[src/rtl/mips_register_file.sv]
// MIPS general-purpose register file: 32 x 32-bit entries, two combinational
// read ports, one synchronous write port. Register 0 always reads zero.
// A write in flight is forwarded to a read port addressing the same register,
// so decode sees write-back data in the same cycle it is being written.
module mips_register_file #(
  parameter int DATA_WIDTH = 32,
  parameter int ADDR_WIDTH = 5
) (
  input  logic                  clk,
  input  logic                  rst,
  input  logic                  write,
  input  logic [ADDR_WIDTH-1:0] ReadRegister1,
  input  logic [ADDR_WIDTH-1:0] ReadRegister2,
  input  logic [ADDR_WIDTH-1:0] WriteRegister,
  input  logic [DATA_WIDTH-1:0] WriteData,
  output logic [DATA_WIDTH-1:0] ReadData1,
  output logic [DATA_WIDTH-1:0] ReadData2
);

  localparam int DEPTH = 2 ** ADDR_WIDTH;

  // Entry 0 is cleared by reset and never written, so it stays zero; reads of
  // index 0 are also forced to zero explicitly below.
  logic [DATA_WIDTH-1:0] regFile [0:DEPTH-1];

  logic writeActive;
  logic fwd1;
  logic fwd2;

  // A write only counts when out of reset and aimed at a real register.
  assign writeActive = rst && write && (WriteRegister != '0);

  // Forward the pending write data when a port reads the register being written.
  assign fwd1 = writeActive && (WriteRegister == ReadRegister1);
  assign fwd2 = writeActive && (WriteRegister == ReadRegister2);

  // Storage: asynchronous clear of every entry, otherwise one write per edge.
  always_ff @(posedge clk or negedge rst) begin
    if (!rst) begin
      for (int i = 0; i < DEPTH; i++) begin
        regFile[i] <= '0;
      end
    end else if (writeActive) begin
      regFile[WriteRegister] <= WriteData;
    end
  end

  // Read port 1: zero in reset or for index 0, forwarded data, else storage.
  always_comb begin
    ReadData1 = '0;
    if (rst && (ReadRegister1 != '0)) begin
      if (fwd1) begin
        ReadData1 = WriteData;
      end else begin
        ReadData1 = regFile[ReadRegister1];
      end
    end
  end

  // Read port 2: identical selection, independent of port 1.
  always_comb begin
    ReadData2 = '0;
    if (rst && (ReadRegister2 != '0)) begin
      if (fwd2) begin
        ReadData2 = WriteData;
      end else begin
        ReadData2 = regFile[ReadRegister2];
      end
    end
  end

endmodule

[config.mk]
export PLATFORM = sky130hd
export DESIGN_NAME = mips_register_file
export DESIGN_NICKNAME = d
export VERILOG_FILES = /design/src/rtl/mips_register_file.sv
export SDC_FILE = /design/constraint.sdc
export NUM_CORES = 2
export LEC_CHECK = 0
export CORE_MARGIN = 10
export CORE_UTILIZATION = 35
export DETAILED_ROUTE_END_ITERATION = 16
export DONT_BUFFER_PORTS = 1
export PLACE_DENSITY_LB_ADDON = 0.25
export SYNTH_ARGS = -nofsm -noshare
export SYNTH_HDL_FRONTEND = slang
export SYNTH_SLANG_ARGS = --single-unit
[constraint.sdc]
create_clock -name clk -period 4.8 [get_ports clk]
set_input_delay 0.48 -clock clk [delete_from_list [all_inputs] [get_ports clk]]
set_output_delay 0.48 -clock clk [all_outputs]
set_load 0.01 [all_outputs]
==> impl_metrics.py <==
metrics = {
    "synthesis": {
        "ys_ff_latch": 1024,
        "postSynthAreaPerCell_um2": 14.5,
        "synth.net_count": 3879,
        "ys_types": 38,
        "yosys_warnings": 0,
        "ys_seq_area_share_pct": 46.2,
        "synth_area_um2": 55500,
        "syn_inst": 3829,
    },
    "cts": {
        "clkTransAtPathRegs_ps": 60,
        "clockBufferDepth": 3,
        "htree_levels": 3,
        "root_buffer": "clkbuf_16",
        "cts_tree": "done",
        "cts_sinks": 1024,
        "clkLatencyLatePin_ps": 720,
        "cts_buffers": 111,
    },
    "placement": {
        "dp.cells": 5514,
        "dp_slack_ps": 1490,
        "gp_congestion": 0.759,
        "place_area_um2": 56800,
        "dp_hpwl_um": 91900,
        "port_buffers": 0,
    },
    "routing": {
        "viasPerCell": 6.02,
        "first_pass_iters": 5,
        "wirelength_um": 174000,
        "wl_per_cell_um": 30.3,
        "vias": 34623,
        "drt_iter0_markers": 2640,
        "antenna_left": 0,
        "drc": 0,
    },
    "timing": {
        "fin_ws_ps": 964,
        "finalCritPeriodShare_pct": 79.9,
        "setup_tns_ps": 0,
        "fin_hold_ws_ps": -155,
        "rsz0062_at_grt": "false",
        "tightest_slew_ps": 1530,
        "hold_violations": 77,
        "setup_violations": 0,
        "period_needed_ps": 3840,
        "max_freq_mhz": 261,
        "slew_violations": 60,
        "slew-limit-headroom_pct": -2.18,
        "finalClockSkew_ps": 0,
    },
    "final_layout": {
        "seq_area_um2": 25600,
        "drive_gt1_share_pct": 44.9,
        "n_fill_cell": 14643,
        "areaGrowthSynthToFinish_pct": 10.2,
        "multi_input_area_um2": 28100,
        "instances_no_fill": 5756,
        "finalNetCount": 3643,
        "largest-register": "regFile",
        "reg_top3": "regFile: 1024 flops",
        "finalInstanceArea_um2": 61100,
        "largest_reg_flops": 1024,
    },
    "die": {
        "dieArea_um2": 175000,
        "fp-row-count": 146,
        "die_w_um": 418,
        "die_h_um": 418,
        "core_area_um2": 158000,
        "start_util_pct": 35.1,
        "pin_count": 114,
    },
    "power": {
        "p_leak_nw": 26.8,
        "peakVddDrop_mv": 0.277,
        "cellPowerDensity_nw_per_um2": 372,
    },
    "worst_setup_path": {
        "worstPathMaxFanout": 230,
        "critPathLaunch": "rst",
        "r2r_start": "regFile[968]",
        "crit_type": "input port to asynchronous set/reset pin",
        "cp_data_required_time_ps": 5440,
        "start_kind": "input port",
        "r2r-end": "regFile[968]",
        "reg2reg_depth": 1,
        "r2r_slack_ps": 3990,
        "cp.arrival_ps": 4480,
        "cp-end-kind": "asynchronous set/reset pin",
    },
    "run_status": {
        "outcome": "complete, but fails checks",
        "violations": "hold timing, slew limit",
    },
    "grt": {
        "first_global_vias": 36096,
        "grt_pass1_wl_um": 256000,
        "antenna_found_initial": 1,
        "grt_max_degree": 1032,
        "grt_remaining_overflow": 0,
        "grt_use_total_pct": 19.5,
    },
    "job": {
        "maxCapViolations": 0,
    },
    "worst_hold_path": {
        "hp-class": "input port to asynchronous set/reset pin",
    },
}
cells by family (layout without fill, tap and decap cells):
family / after synthesis / in the layout / share of synthesized area (%)
compound gates: 518 / 518 / 7.10
xor+xnor: 10 / 10 / 0.158
buf+inv: 446 / 297 / 3.63
flops: 1024 / 1024 / 46.2
mux: 1696 / 1696 / 41.5
other cells: 0 / 4 / 0
simple gates: 135 / 135 / 1.39
worst max-delay path, stage by stage:
cell,delay [ps]
dlygate4sd3_1,610
buf_16,530
buf_16,660
buf_16,740
buf_16,800
synth_stat cells:
cell	number	area (µm²)
or2_1	1	6.26
buf_1	32	120
a221o_1	32	320
mux4_2	384	8650
o31ai_1	2	15.0
nor4_2	3	37.5
nor3_1	5	25.0
a211oi_1	96	721
xnor2_1	10	87.6
or4_1	1	7.51
a22oi_1	64	480
clkbuf_1	226	848
nor3b_1	1	7.51
or3_1	2	12.5
buf_4	26	195
nor2_2	2	12.5
buf_2	153	766
nand2_1	16	60.1
nor3_2	2	20.0
o21bai_1	65	488
nor2b_1	70	438
and3_1	1	6.26
nand2b_1	4	25.0
dfrtp_1	1024	25600
o21ai_2	1	8.76
mux2i_1	320	3200
nor4_1	2	12.5
inv_1	2	7.51
o311ai_2	1	16.3
o311ai_1	1	8.76
mux2_2	978	11000
a211o_1	32	280
nor2_1	20	75.1
buf_6	7	78.8
nand3_1	5	25.0
a221oi_1	128	1120
mux2_1	14	158
a21oi_1	96	480
where the power goes:
part           internal, W  leakage (nW)  switching [W]  total (W)
Combinational      0.00206          11.4        0.00135    0.00341
Clock              0.00508          1.82        0.00371    0.00879
Sequential         0.00975          13.6       0.000777     0.0105
stage by stage:
step	utilization (%)	hold slack, ps	power [W]
final	38.7	-155	0.0227
after global routing	38.7	72.8	0.0237
after CTS	38.6	-597	0.0227
after detailed placement	36.0	210	0.0137
after global placement	36.0	214	0.0136
after floorplan	-	184	0.0133
repair_timing:
action	CTS	global route
resized for setup	0	0
setup buffers	0	0
hold endpoints to repair	2016	146
hold buffers	32	2
worst max-delay path by stage:
stage / slack, ps / endpoint
after floorplan: 2080 / ReadData2[13]
after global placement: 1490 / ReadData2[12]
after detailed placement: 1490 / ReadData2[12]
after CTS: 1480 / ReadData2[11]
after global routing: 410 / regFile[154]
final: 960 / regFile[315]
cell usage in the layout, fill, tap and decap left out, types with 3 or more instances in the layout:
cell	instances
nand3_1	5
mux4_2	384
clkinv_2	16
buf_4	50
clkbuf_1	27
inv_6	3
nor4_4	3
clkinvlp_4	3
bufinv_16	7
mux2_1	14
xnor2_1	10
clkbuf_8	27
a221o_1	32
a21oi_1	96
clkbuf_16	112
mux2_2	978
nor2_4	20
nand2_1	9
nand2_2	5
nor3_1	3
buf_12	19
a22oi_1	64
mux2i_1	320
nor2b_1	68
a221oi_1	128
clkinv_8	3
diode_2	4
dfrtp_1	1024
a211o_1	32
dlygate4sd3_1	21
o21bai_1	65
a211oi_1	96
buf_16	5
nand2b_1	4
area by class of cell:
type / instances / share of cell area [%]
antenna: 4 / 0.0164
clock buffer: 166 / 5.36
clock inverter: 34 / 0.686
inverter: 2 / 0.0123
multi-input combinational: 2359 / 46.0
sequential: 1024 / 41.9
tap: 2072 / 4.24
timing repair buffer: 95 / 1.81
routing by layer:
| metal | up-vias | part of all wire (%) | routed length [µm] | global-route usage [%] |
|---|---|---|---|---|
| met3 | 296 | 4.0 | 6910 | 2.23 |
| met2 | 898 | 50 | 87600 | 33.7 |
| met1 | 18987 | 42 | 72800 | 24.9 |
| met5 | - | 0 | 0 | 0 |
| li1 | 14442 | - | - | - |
| met4 | 0 | 4.1 | 7080 | 7.82 |
Power figures use the tool's default switching activity.
